--- config.mk ---
export PLATFORM = sky130hd
export DESIGN_NAME = vrf_ctrl
export DESIGN_NICKNAME = d
export VERILOG_FILES = /design/src/rtl/vrf_pkg.sv /design/src/rtl/vrf_rr_arb.sv /design/src/rtl/vrf_ctrl.sv
export SDC_FILE = /design/constraint.sdc
export NUM_CORES = 1
export LEC_CHECK = 0
export CORE_AREA = 4 4 239 241
export CTS_CLUSTER_DIAMETER = 50
export DETAILED_ROUTE_END_ITERATION = 10
export DIE_AREA = 0 0 243 245
export SLEW_MARGIN = 30
export SYNTH_ARGS = -nofsm -noshare
export SYNTH_HDL_FRONTEND = slang
export SYNTH_SLANG_ARGS = --single-unit
--- constraint.sdc ---
create_clock -name clk -period 2.3 [get_ports clk]
set_input_delay 0.575 -clock clk [delete_from_list [all_inputs] [get_ports clk]]
set_output_delay 0.575 -clock clk [all_outputs]
set_load 0.02 [all_outputs]
--- src/rtl/vrf_pkg.sv ---
// Shared types, default sizes and address/lane helpers for the banked vector register file controller.
package vrf_pkg;

  localparam int unsigned NUM_VRS_DEF = 32;
  localparam int unsigned ELEMS_DEF   = 32;
  localparam int unsigned BANKS_DEF   = 4;
  localparam int unsigned DW_DEF      = 32;

  typedef enum logic [1:0] {
    ST_IDLE  = 2'd0,
    ST_RD    = 2'd1,
    ST_WR    = 2'd2,
    ST_DRAIN = 2'd3
  } vrf_state_e;

  // Word address of one beat: each VR occupies 'beats' consecutive words in every bank.
  function automatic int unsigned beat_addr(input int unsigned vr, input int unsigned beat,
                                            input int unsigned beats);
    return vr * beats + beat;
  endfunction

  // Lane k of a beat is live while its element index is below vl.
  function automatic logic [31:0] lane_mask(input int unsigned beat, input int unsigned vl,
                                            input int unsigned banks);
    logic [31:0] m;
    m = '0;
    for (int unsigned k = 0; k < 32; k++)
      m[k] = (k < banks) && ((beat * banks + k) < vl);
    return m;
  endfunction

endpackage

--- src/rtl/vrf_rr_arb.sv ---
// Two-way round-robin arbiter; priority flips to the requester that was not granted.
module vrf_rr_arb (
  input  logic       clk,
  input  logic       nrst,
  input  logic       en_i,
  input  logic [1:0] req_i,
  output logic [1:0] gnt_o
);

  logic prio_q, prio_d;

  always_comb begin
    gnt_o  = '0;
    prio_d = prio_q;
    if (en_i) begin
      gnt_o[0] = req_i[0] && (!prio_q || !req_i[1]);
      gnt_o[1] = req_i[1] && ( prio_q || !req_i[0]);
    end
    if (gnt_o[0])      prio_d = 1'b1;
    else if (gnt_o[1]) prio_d = 1'b0;
  end

  always_ff @(posedge clk or negedge nrst) begin
    if (!nrst) prio_q <= 1'b0;
    else       prio_q <= prio_d;
  end

endmodule

--- src/rtl/vrf_ctrl.sv ---
// Vector register file controller: arbitrates two requesters and streams VR reads/writes across banks.
// Define VRF_CTRL_STATS_EN to add the rd_ops_o / wr_ops_o completed-op counters.
module vrf_ctrl
  import vrf_pkg::*;
#(
  parameter  int unsigned NumVRs     = NUM_VRS_DEF,
  parameter  int unsigned ElemsPerVR = ELEMS_DEF,
  parameter  int unsigned NumBanks   = BANKS_DEF,
  parameter  int unsigned DataWidth  = DW_DEF,
  localparam int unsigned Beats      = ElemsPerVR / NumBanks,
  localparam int unsigned AW         = $clog2(NumVRs * Beats),
  localparam int unsigned VW         = $clog2(NumVRs),
  localparam int unsigned LW         = $clog2(ElemsPerVR) + 1
) (
  input  logic                                clk,
  input  logic                                nrst,
  input  logic [1:0]                          req_valid_i,
  output logic [1:0]                          req_ready_o,
  input  logic [1:0]                          req_we_i,
  input  logic [1:0][VW-1:0]                  req_vr_i,
  input  logic [1:0][LW-1:0]                  req_vl_i,
  input  logic                                wdata_valid_i,
  output logic                                wdata_ready_o,
  input  logic [NumBanks-1:0][DataWidth-1:0]  wdata_i,
  output logic                                rdata_valid_o,
  output logic                                rdata_last_o,
  output logic                                rdata_id_o,
  output logic [NumBanks-1:0][DataWidth-1:0]  rdata_o,
  output logic [NumBanks-1:0]                 rdata_mask_o,
  output logic                                done_o,
  output logic                                done_id_o,
  output logic [NumBanks-1:0]                 sram_re_o,
  output logic [NumBanks-1:0]                 sram_we_o,
  output logic [NumBanks-1:0][AW-1:0]         sram_r_addr_o,
  output logic [NumBanks-1:0][AW-1:0]         sram_w_addr_o,
  output logic [NumBanks-1:0][DataWidth-1:0]  sram_wdata_o,
  input  logic [NumBanks-1:0][DataWidth-1:0]  sram_rdata_i
`ifdef VRF_CTRL_STATS_EN
  ,
  output logic [31:0]                         rd_ops_o,
  output logic [31:0]                         wr_ops_o
`endif
);

  localparam int unsigned BW = $clog2(Beats) + 1;

  vrf_state_e          state_q, state_d;
  logic [BW-1:0]       beat_q, beat_d;
  logic [VW-1:0]       vr_q;
  logic [LW-1:0]       vl_q;
  logic                id_q;
  logic                skip_done_q, skip_id_q;
  logic                rvld_q, rlast_q, rid_q;
  logic [NumBanks-1:0] rmask_q;

  logic [1:0]          gnt;
  logic                arb_en, accept, sel, acc_skip, last_beat;
  logic [LW-1:0]       vl_clamp;
  logic [NumBanks-1:0] lane_en;
  logic [AW-1:0]       beat_adr;

  assign arb_en = nrst && (state_q == ST_IDLE);

  vrf_rr_arb u_arb (
    .clk   (clk),
    .nrst  (nrst),
    .en_i  (arb_en),
    .req_i (req_valid_i),
    .gnt_o (gnt)
  );

  assign accept   = |gnt;
  assign sel      = gnt[1];
  assign vl_clamp = (req_vl_i[sel] > LW'(ElemsPerVR)) ? LW'(ElemsPerVR) : req_vl_i[sel];
  // Empty or out-of-range ops complete without touching the banks.
  assign acc_skip = (vl_clamp == '0) || (32'(req_vr_i[sel]) >= NumVRs);

  assign lane_en   = NumBanks'(lane_mask(32'(beat_q), 32'(vl_q), NumBanks));
  assign beat_adr  = AW'(beat_addr(32'(vr_q), 32'(beat_q), Beats));
  assign last_beat = ((32'(beat_q) + 32'd1) * NumBanks) >= 32'(vl_q);

  always_comb begin
    state_d       = state_q;
    beat_d        = beat_q;
    req_ready_o   = gnt;
    wdata_ready_o = 1'b0;
    sram_re_o     = '0;
    sram_we_o     = '0;
    sram_r_addr_o = '0;
    sram_w_addr_o = '0;
    sram_wdata_o  = '0;
    done_o        = skip_done_q;
    done_id_o     = skip_done_q & skip_id_q;
    unique case (state_q)
      ST_IDLE: begin
        beat_d = '0;
        if (accept && !acc_skip) state_d = req_we_i[sel] ? ST_WR : ST_RD;
      end
      ST_RD: begin
        sram_re_o = lane_en;
        for (int k = 0; k < NumBanks; k++) sram_r_addr_o[k] = beat_adr;
        beat_d = beat_q + BW'(1);
        if (last_beat) state_d = ST_DRAIN;
      end
      // Last read beat is in flight; done lines up with its rdata_last.
      ST_DRAIN: begin
        done_o    = 1'b1;
        done_id_o = id_q;
        state_d   = ST_IDLE;
      end
      ST_WR: begin
        wdata_ready_o = 1'b1;
        if (wdata_valid_i) begin
          sram_we_o = lane_en;
          for (int k = 0; k < NumBanks; k++) begin
            sram_w_addr_o[k] = beat_adr;
            sram_wdata_o[k]  = lane_en[k] ? wdata_i[k] : '0;
          end
          beat_d = beat_q + BW'(1);
          if (last_beat) begin
            done_o    = 1'b1;
            done_id_o = id_q;
            state_d   = ST_IDLE;
          end
        end
      end
      default: state_d = ST_IDLE;
    endcase
  end

  always_ff @(posedge clk or negedge nrst) begin
    if (!nrst) begin
      state_q     <= ST_IDLE;
      beat_q      <= '0;
      vr_q        <= '0;
      vl_q        <= '0;
      id_q        <= 1'b0;
      skip_done_q <= 1'b0;
      skip_id_q   <= 1'b0;
      rvld_q      <= 1'b0;
      rlast_q     <= 1'b0;
      rid_q       <= 1'b0;
      rmask_q     <= '0;
    end else begin
      state_q     <= state_d;
      beat_q      <= beat_d;
      if (accept) begin
        vr_q <= req_vr_i[sel];
        vl_q <= vl_clamp;
        id_q <= sel;
      end
      skip_done_q <= accept && acc_skip;
      skip_id_q   <= sel;
      rvld_q      <= (state_q == ST_RD);
      rlast_q     <= (state_q == ST_RD) && last_beat;
      rid_q       <= (state_q == ST_RD) && id_q;
      rmask_q     <= (state_q == ST_RD) ? lane_en : '0;
    end
  end

  assign rdata_valid_o = rvld_q;
  assign rdata_last_o  = rlast_q;
  assign rdata_id_o    = rid_q;
  assign rdata_mask_o  = rmask_q;

  always_comb begin
    rdata_o = '0;
    for (int k = 0; k < NumBanks; k++)
      if (rmask_q[k]) rdata_o[k] = sram_rdata_i[k];
  end

`ifdef VRF_CTRL_STATS_EN
  logic        skip_we_q;
  logic        done_we;
  logic [31:0] rd_ops_q, wr_ops_q;

  assign done_we = skip_done_q ? skip_we_q : (state_q == ST_WR);

  always_ff @(posedge clk or negedge nrst) begin
    if (!nrst) begin
      skip_we_q <= 1'b0;
      rd_ops_q  <= '0;
      wr_ops_q  <= '0;
    end else begin
      skip_we_q <= req_we_i[sel];
      if (done_o) begin
        if (done_we) wr_ops_q <= wr_ops_q + 32'd1;
        else         rd_ops_q <= rd_ops_q + 32'd1;
      end
    end
  end

  assign rd_ops_o = rd_ops_q;
  assign wr_ops_o = wr_ops_q;
`endif

endmodule

==> run summary, run 1 <==
The wire-length estimate of the detail-placed layout is 28.6 mm. The die span in x is 243 um, and the number of cells after detailed placement is 1836. The post-detailed-route wirelength per cell was 17.4 um. The number of placement rows is 86, and the buffer levels on the longest clock path is 2. Counting every net in the synthesized netlist gives 829.

The number of routed nets with antenna violations is 0. The library cell appearing most often on the critical path was sky130_fd_sc_hd__buf_12. For the final count of pins violating max slew, the log shows 0. The reg-to-reg critical path endpoint was state_q[0]. The number of cells on the worst reg-to-reg path was 10. In this run the critical register-to-register path is launched from beat_q[1].

The final wirelength is 32.9 mm, and the vertical die dimension is 245 um. Summing the sequential cell areas from Yosys gives 17.8% of the chip area. The signal on the critical path passes through inv_2 > ha_4 > a21o_1 > a21oi_2 > nand3_2 > buf_12 > nor2_4 > buf_12 > buf_12 > buf_6 > and2_4 > buf_6.

In this run, synthesis produced a sequential element count of 28. Entering global routing, the biggest net connects 34 pins. The detailed router finished its first iteration with 155 violations. The biggest area contributor in the post-synthesis netlist is sky130_fd_sc_hd__and2_1. The final layout contains 1477 nets. The share of total power dissipated in combinational logic is 87.3%.

The proportion of layout cells with a drive suffix above 1 is 43.3%, and the weighted congestion reported at the end of routability-driven placement is 0.970. The worst setup path is captured at a primary output. The final critical path takes up 125% of the cycle. The longest individual stage delay on the worst path came out at 0.41 ns. The peak ir drop on the vdd network came out at 0.301 mV.

Headroom to the max-slew limit came out at 74.0%. The cell sitting at the root of the clock tree is a sky130_fd_sc_hd__clkbuf_16. The worst hold path begins at vl_q[3]. For the total placed instance area, the log shows 0.0114 mm^2.

For this design, the sink count on the clock tree is 28. The share of power burned in the clock network was 4.2%; the maximum fanout along the worst path was 6. For this run the aggregate overflow at the end of global routing stands at 0. Summed over all nets, the switching power comes to 5.04 mW. Total die area: 0.0595 mm^2. The critical path data arrival time is 2.29 ns. For this design the top-level I/O count stands at 625. The critical path in this run is classified as reg -> out. The count of final setup violators came out at 172. The minimum clock period after layout was 2.86 ns; the power share of the sequential group was 8.5%.

For this run, design rule violations remaining after detail routing come to 0. Total internal power: 5.75 mW. The logs give 0 for the count of max-cap constraint violations and 527 for the number of instances in the synthesized netlist.

Buffers placed on the I/O ports in this run total 624. Flip-flop cell with the highest count after synthesis: sky130_fd_sc_hd__dfrtp_1. The slew at the pin closest to its max-slew limit is 0.389 ns, and the share of flip-flops with an asynchronous set or reset after synthesis is 100%. The initial antenna violation count was 21. Kind of launch point of the worst setup path: a flip-flop. Derived from the worst setup path, the maximum achievable clock frequency is 349 MHz. Setup repair after global routing could not meet its margin everywhere. The count of flip-flops with a built-in enable after synthesis is 0. The tools report the worst hold endpoint as vl_q[3]. For the count of hold buffers inserted by post-cts repair, the log shows 0.

The slowest stage of the critical path belongs to the cell sky130_fd_sc_hd__dfrtp_1. After routing the design area is 0.0123 mm^2. For the number of global-route vias before repair, the log shows 6631. Yosys attributes the largest share of cell area to sky130_fd_sc_hd__and2_1 42%, sky130_fd_sc_hd__dfrtp_1 18%, sky130_fd_sc_hd__buf_4 9.3%. The count of different cell masters after synthesis is 44, and the placeable core area is 0.0549 mm^2.

The synthesis-to-finish area growth works out to 213%. The flow ran to the end, but the final reports show violations. The total clock buffers created by CTS is 3.

The post-route worst setup slack is -0.564 ns, and the clock latency of the later-clocked register in the worst-skew pair is 0.27 ns. The tools report the number of cells in the finished layout apart from fillers as 1890. TritonCTS built the clock tree. In this run the worst hold path is classified as reg -> reg. The number of vias per cell after detailed routing works out to 3.28. STA puts the critical path data required time at 1.73 ns.

The power density relative to cell area is 874 mW/mm^2. The clock arrives with 0.00742 ns of skew. Yosys printed 0 warnings. The leakage power was 5.80 nW; the slack of the worst reg-to-reg path was -0.18 ns. A synthesized cell averages 7.48 um^2. The count of TritonRoute iterations in the first routing pass came out at 4.

The routed layout has 6199 vias. Wire length of the first global-routing pass: 44.8 mm. The tools report the count of H-tree levels built during CTS as 1. Summed over its instances, the top area cell type makes up 41.6% of the synthesized netlist area.

The global router's overall resource usage is 9.90%, and the total count of hold-check failures in the final report is 0. The run gives 22.5% as the core occupancy in the finished layout. Net switching is 46.7% of the power.

The initial utilization of the core area, before any placement, comes to 7.18%. After clock tree synthesis, the clock-pin slew on the worst setup and hold paths is 0.07 ns. The tools report the area of the mapped netlist as 0.00394 mm^2. The checks that failed: setup timing. The cell depth of the worst hold path was 2. The overall power consumption was 10.8 mW.
cell families after synthesis:
logic type,Yosys count,share of synthesized area [%]
AND/OR/NAND/NOR,335,51.4
multiplexers,16,4.22
flip-flops,28,17.8
adder cells (fa/ha/maj),17,5.40
XOR/XNOR,4,0.889
AO/OA/AOI/OAI,37,7.01
buffers and inverters,90,13.3
flip-flops by register name, indices dropped and copies added, names as in the netlist, 2 cells and up:
name and cells:
beat_q 4, vl_q 6, vr_q 5, state_q 2
rdata_mask_o 4
placed cells by master (no fill, tap or decap), types with 5 or more instances in the layout:
cell type / Yosys / final
sky130_fd_sc_hd__and2_1: 262 / 137
sky130_fd_sc_hd__and2_2: 0 / 54
sky130_fd_sc_hd__and2_4: 0 / 71
sky130_fd_sc_hd__buf_12: 0 / 23
sky130_fd_sc_hd__buf_2: 2 / 21
sky130_fd_sc_hd__buf_4: 49 / 99
sky130_fd_sc_hd__buf_6: 0 / 153
sky130_fd_sc_hd__buf_8: 0 / 5
sky130_fd_sc_hd__clkbuf_16: 0 / 5
sky130_fd_sc_hd__clkdlybuf4s15_2: 0 / 9
sky130_fd_sc_hd__clkdlybuf4s50_1: 0 / 290
sky130_fd_sc_hd__dfrtp_1: 28 / 27
sky130_fd_sc_hd__diode_2: 0 / 12
sky130_fd_sc_hd__dlygate4sd2_1: 0 / 116
sky130_fd_sc_hd__ha_1: 17 / 8
sky130_fd_sc_hd__ha_4: 0 / 8
sky130_fd_sc_hd__inv_1: 10 / 7
sky130_fd_sc_hd__mux2i_1: 14 / 12
sky130_fd_sc_hd__nand2_1: 21 / 18
sky130_fd_sc_hd__nor2_1: 17 / 9
sky130_fd_sc_hd__nor2_4: 1 / 9
sky130_fd_sc_hd__o21ai_1: 8 / 8
synth_stat cells, types with 4 or more instances:
cell / number
sky130_fd_sc_hd__a21oi_1: 5
sky130_fd_sc_hd__and2_1: 262
sky130_fd_sc_hd__and3_1: 7
sky130_fd_sc_hd__buf_4: 49
sky130_fd_sc_hd__clkbuf_1: 29
sky130_fd_sc_hd__dfrtp_1: 28
sky130_fd_sc_hd__ha_1: 17
sky130_fd_sc_hd__inv_1: 10
sky130_fd_sc_hd__mux2i_1: 14
sky130_fd_sc_hd__nand2_1: 21
sky130_fd_sc_hd__nand3_1: 8
sky130_fd_sc_hd__nor2_1: 17
sky130_fd_sc_hd__nor2b_1: 7
sky130_fd_sc_hd__o21ai_0: 6
sky130_fd_sc_hd__o21ai_1: 8
sky130_fd_sc_hd__o31ai_1: 4
power groups by stage:
stage / registers, mW / logic (mW) / clock network [mW]
6_report: 0.919 / 9.42 / 0.453
2_1_floorplan: 0.918 / 4.12 / 0
3_3_place_gp: 0.850 / 8.60 / 0
4_1_cts: 0.893 / 8.83 / 0.472
5_1_grt: 0.945 / 10.0 / 0.486
3_5_place_dp: 0.857 / 8.60 / 0
how the worst max path moves through the flow:
stage | depth (start not counted) | slack [ns] | from | endpoint
floorplan | 7 | -0.17 | beat_q[1] | done_id_o
global placement | 7 | -0.85 | wdata_valid_i | sram_wdata_o[98]
detailed placement | 7 | -0.86 | wdata_valid_i | sram_wdata_o[97]
CTS | 11 | -0.63 | vl_q[4] | sram_wdata_o[63]
global route | 12 | -0.68 | vl_q[4] | sram_wdata_o[32]
finish | 12 | -0.56 | vl_q[4] | sram_wdata_o[32]
worst max-delay path: cells and delay by family (launching register included):
| family | cells | cell delay (ns) |
|---|---|---|
| compound gates | 2 | 0.32 |
| fa+ha+maj | 1 | 0.20 |
| buf+inv | 6 | 0.71 |
| flops | 1 | 0.41 |
| simple gates | 3 | 0.37 |
area by class of cell:
| type | instances | area, um^2 |
|---|---|---|
| diodes | 12 | 30.0 |
| clock buffers | 4 | 88.8 |
| fillers | 6023 | 42500 |
| inverters | 10 | 42.5 |
| multi-input cells | 409 | 3390 |
| flip-flops and latches | 28 | 702 |
| well taps | 704 | 881 |
| repair buffers | 723 | 7210 |
timing repair:
action	CTS	global route
buffers inserted	21	17
pin swaps	23	59
gates cloned	2	3
endpoints found under the setup margin	323	202
gates resized for setup	1052	267
through the flow:
| step | hold slack [ns] | worst slack (ns) | TNS (ns) |
|---|---|---|---|
| global route | 0.557 | -0.680 | -86.00 |
| finish | 0.534 | -0.564 | -68.56 |
| CTS | 0.521 | -0.635 | -74.64 |
| detailed placement | 0.485 | -0.857 | -125.89 |
| floorplan | 0.279 | -0.175 | -6.83 |
| global placement | 0.468 | -0.846 | -125.18 |
metal layers:
metal | track usage (%) | up-vias | part of all wire [%]
met1 | 9.72 | 2808 | 34
met4 | 4.19 | 14 | 4.2
met5 | 0 | - | 0.28
met2 | 18.7 | 394 | 53
li1 | - | 2927 | -
met3 | 3.63 | 56 | 9.4
No activity file was read; power rests on OpenSTA's default activity.
==> run 2, diff against run 1 <==
--- a/config.mk
+++ b/config.mk
@@ -5,10 +5,13 @@
 export SDC_FILE = /design/constraint.sdc
 export NUM_CORES = 1
 export LEC_CHECK = 0
-export CORE_AREA = 4 4 239 241
+export CELL_PAD_IN_SITES_DETAIL_PLACEMENT = 1
+export CELL_PAD_IN_SITES_GLOBAL_PLACEMENT = 1
+export CORE_AREA = 4 4 242 244
 export CTS_CLUSTER_DIAMETER = 50
 export DETAILED_ROUTE_END_ITERATION = 10
-export DIE_AREA = 0 0 243 245
+export DIE_AREA = 0 0 246 248
+export PLACE_DENSITY_LB_ADDON = 0.1
 export SLEW_MARGIN = 30
 export SYNTH_ARGS = -nofsm -noshare
 export SYNTH_HDL_FRONTEND = slang
==> run 2 against run 1 <==
The run still ends with setup timing left; combinational power rose by 11%; sequential share of layout area fell by 0.23 points; clock skew fell by 0.0039 ns; via count shrank 2.8%; utilization increased by 0.30 points; sequential cell count unchanged; critical path depth is the same; critical endpoint is now sram_wdata_o[82].
==> run summary, run 2 (synthesis gave the netlist of run 1 again) <==
The post-route worst setup slack is -0.673 ns (-0.109 ns), and the power density relative to cell area is 936 mW/mm^2 (+7.0%). The final wirelength is 39.0 mm (+18%), and the final layout net count is 1495 (+1.2%). The top cell types in the final layout, fill and taps aside, are 289 x sky130_fd_sc_hd__clkdlybuf4s50_1, 152 x sky130_fd_sc_hd__buf_6, 130 x sky130_fd_sc_hd__and2_1.

The proportion of layout cells with a drive suffix above 1 is 45.6% (+2.3 points). The largest registers in the layout are vl_q: 6 flops, vr_q: 5 flops. The number of clock sinks seen by CTS was 28 (unchanged). The run gives 7.01% (-0.18 points) as the starting density of the core. The setup path with the least slack is of type reg -> out. The global router's overall resource usage came out at 11.2% (+1.3 points). The path class of the tightest hold or removal check is in -> async. For the overall power consumption, the log shows 12.0 mW (+11%). The pin count of the biggest net entering global routing is 34 (unchanged), and the leakage power is 5.99 nW (+3.2%). The overall overflow remaining after global route was 0 (unchanged); the flip-flop count of the largest register, all copies and words added was 6 (unchanged).

The number of vias per cell after detailed routing is 3.08 (-6.0%). The clock latency of the later-clocked register in the worst-skew pair came out at 0.28 ns (about the same). The critical path data arrival time came out at 2.40 ns (+0.11 ns). The total clock buffers created by CTS came out at 3 (unchanged).

The flow ran to the end, but the final reports show violations. The final-layout worst hold slack was 0.220 ns (-0.314 ns). The worst setup timing slack at the placement stage is -0.879 ns (-0.0218 ns).

The DRC violation count after routing is 0 (unchanged), and the number of cells after detailed placement is 1900 (+3.5%). The initial detailed-routing violation count is 124 (-20%). The port buffer count works out to 624 (unchanged). The number of placement rows came out at 87 (+1.2%). Register with the highest flop count: vl_q.

The tools report the peak ir drop on the vdd network as 0.340 mV (+13%). The tools report the count of hold buffers inserted by post-cts repair as 0 (unchanged). The count of max-cap constraint violations is 0 (unchanged), and the area of all placed cells without fillers is 0.0128 mm^2 (+3.9%). Placeable core area: 0.0563 mm^2 (+2.6%). The logs give 4 (unchanged) for the count of TritonRoute iterations in the first routing pass and 6282 (-5.3%) for the number of global-route vias before repair.

The weighted congestion reported at the end of routability-driven placement is 0.716 (-26%), and the worst endpoint required time is 1.73 ns (about the same). The post-DP HPWL came out at 33.1 mm (+16%). Count of H-tree levels built during CTS: 1 (unchanged). The total count of hold-check failures in the final report came out at 0 (unchanged). For the buffer levels on the longest clock path, the log shows 2 (unchanged). The number of top-level pins was 625 (unchanged); the relative slew slack was 72.4% (-1.7 points). The count of final setup violators is 149 (-13%). The worst setup path is launched from a flip-flop. Via count: 6024 (-2.8%). STA classifies the critical path endpoint as a primary output.

The area growth from synthesis to layout is 225%. Post-route clock skew: 0.00351 ns (-0.00391 ns). The vertical die dimension is 248 um (+1.2%).

The final reports fail on setup timing. Maximum fanout along the worst path: 7 (+1). For the number of routed nets with antenna violations, the log shows 0 (unchanged). CTS placed an instance of sky130_fd_sc_hd__clkbuf_16 at the clock tree root. The die span in x came out at 246 um (+1.2%). The slew at the pin closest to its max-slew limit is 0.414 ns (+0.0248 ns). The post-detailed-route wirelength per cell was 20.0 um (+15%). The total die area came out at 0.0610 mm^2 (+2.5%). Setup repair after global routing could not meet its margin everywhere. TritonCTS built the clock tree. The run gives 49.8 mm (+11%) as the wire length of the first global-routing pass. The minimum clock period after layout was 2.97 ns (+0.109 ns). The clock transition at the registers of the reported paths works out to 0.08 ns (about the same).

The commonest non-fill, non-tap cell in the layout is sky130_fd_sc_hd__clkdlybuf4s50_1. The total placed instance area was 0.0116 mm^2 (+1.6%); the final count of pins violating max slew was 0 (unchanged). The share of the clock period used by the worst path after layout came out at 129% (+4.7 points). The fill cell total of the finished layout is 6589 (+9.4%), and the initial antenna violation count is 8 (-62%). The maximum achievable frequency is 336 MHz (-3.7%).

For the number of cells in the finished layout apart from fillers, the log shows 1954 (+3.4%).
## run 2: cell types whose count changed in the layout (fill, tap and decap cells not counted), moves of 3 or more
| cell | previous run | this run |
|---|---|---|
| sky130_fd_sc_hd__and2_4 | 71 | 116 |
| sky130_fd_sc_hd__and2_2 | 54 | 16 |
| sky130_fd_sc_hd__buf_12 | 23 | 37 |
| sky130_fd_sc_hd__buf_2 | 21 | 29 |
| sky130_fd_sc_hd__and2_1 | 137 | 130 |
| sky130_fd_sc_hd__diode_2 | 12 | 6 |
| sky130_fd_sc_hd__dlygate4sd2_1 | 116 | 110 |
| sky130_fd_sc_hd__buf_4 | 99 | 94 |
| sky130_fd_sc_hd__nor2_2 | 0 | 4 |
| sky130_fd_sc_hd__clkbuf_16 | 5 | 8 |
| sky130_fd_sc_hd__nor2_1 | 9 | 6 |
## run 2: layout make-up
class | instances | area (um^2) | share of cell area [%]
flip-flops and latches | 28 | 701 | 5.46
diodes | 6 | 15.0 | 0.117
clock inverters | 1 | 30.0 | 0.234
inverters | 10 | 40.0 | 0.312
repair buffers | 741 | 7590 | 59.2
well taps | 756 | 946 | 7.37
clock buffers | 3 | 75.1 | 0.585
multi-input cells | 409 | 3430 | 26.8
## run 2: repair_timing
action,4_1_cts,5_1_grt
pin swaps,39,75
gates resized for setup,1028,242
buffers inserted,23,19
cloned,5,7
endpoints found under the setup margin,316,190
## run 2: where the power goes
part	leakage, nW	total (mW)	internal [mW]	switching [mW]
Sequential	0.363	0.916	0.692	0.224
Clock	0.0511	0.573	0.349	0.224
Combinational	5.57	10.5	5.47	5.05
Total	5.99	12.0	6.51	5.50
## run 2: worst max-delay path, cell delays in order (launching register included)
cell                        delay [ns]
sky130_fd_sc_hd__dfrtp_1          0.39
sky130_fd_sc_hd__inv_2            0.12
sky130_fd_sc_hd__ha_4             0.22
sky130_fd_sc_hd__a21o_1           0.16
sky130_fd_sc_hd__a21oi_2          0.19
sky130_fd_sc_hd__nand3_4          0.13
sky130_fd_sc_hd__buf_12           0.16
sky130_fd_sc_hd__nor2b_4          0.13
sky130_fd_sc_hd__buf_4            0.13
sky130_fd_sc_hd__buf_12           0.10
sky130_fd_sc_hd__clkbuf_16        0.14
sky130_fd_sc_hd__and2_4           0.14
sky130_fd_sc_hd__buf_6            0.11
## run 2: path summary, 6_finish.rpt
kind	start	to	slack, ns	depth (start not counted)
setup / recovery	vl_q[4]	sram_wdata_o[82]	-0.67	12
hold / removal	nrst	u_arb.prio_q	0.22	2
setup reg to reg	beat_q[1]	state_q[1]	-0.17	9
hold reg to reg	u_arb.prio_q	u_arb.prio_q	0.56	1
max in group asynchronous	nrst	rdata_mask_o[0]	1.50	3
min in group clk	u_arb.prio_q	u_arb.prio_q	0.56	1
## run 2: metal layers
layer / vias to the layer above / global-route usage (%) / part of all wire (%)
li1: 2956 / - / -
met1: 2732 / 12.3 / 36
met2: 316 / 21.4 / 54
met3: 16 / 3.67 / 8.5
met4: 4 / 1.82 / 1.2
met5: - / 0 / 0.056
## run 2: through the flow
stage / util [%] / TNS (ns)
finish: 22.8 / -77.11
global route: 22.8 / -95.42
CTS: 21.4 / -79.65
detailed placement: 20.6 / -130.97
global placement: 20.6 / -130.28
floorplan: - / -6.83
==> run 3, diff against run 2 <==
--- a/config.mk
+++ b/config.mk
@@ -9,6 +9,7 @@
 export CELL_PAD_IN_SITES_GLOBAL_PLACEMENT = 1
 export CORE_AREA = 4 4 242 244
 export CTS_CLUSTER_DIAMETER = 50
+export CTS_CLUSTER_SIZE = 30
 export DETAILED_ROUTE_END_ITERATION = 10
 export DIE_AREA = 0 0 246 248
 export PLACE_DENSITY_LB_ADDON = 0.1
==> results of run 3 <==
No change in the layout: final DEF, timing and power equal those of run 2.
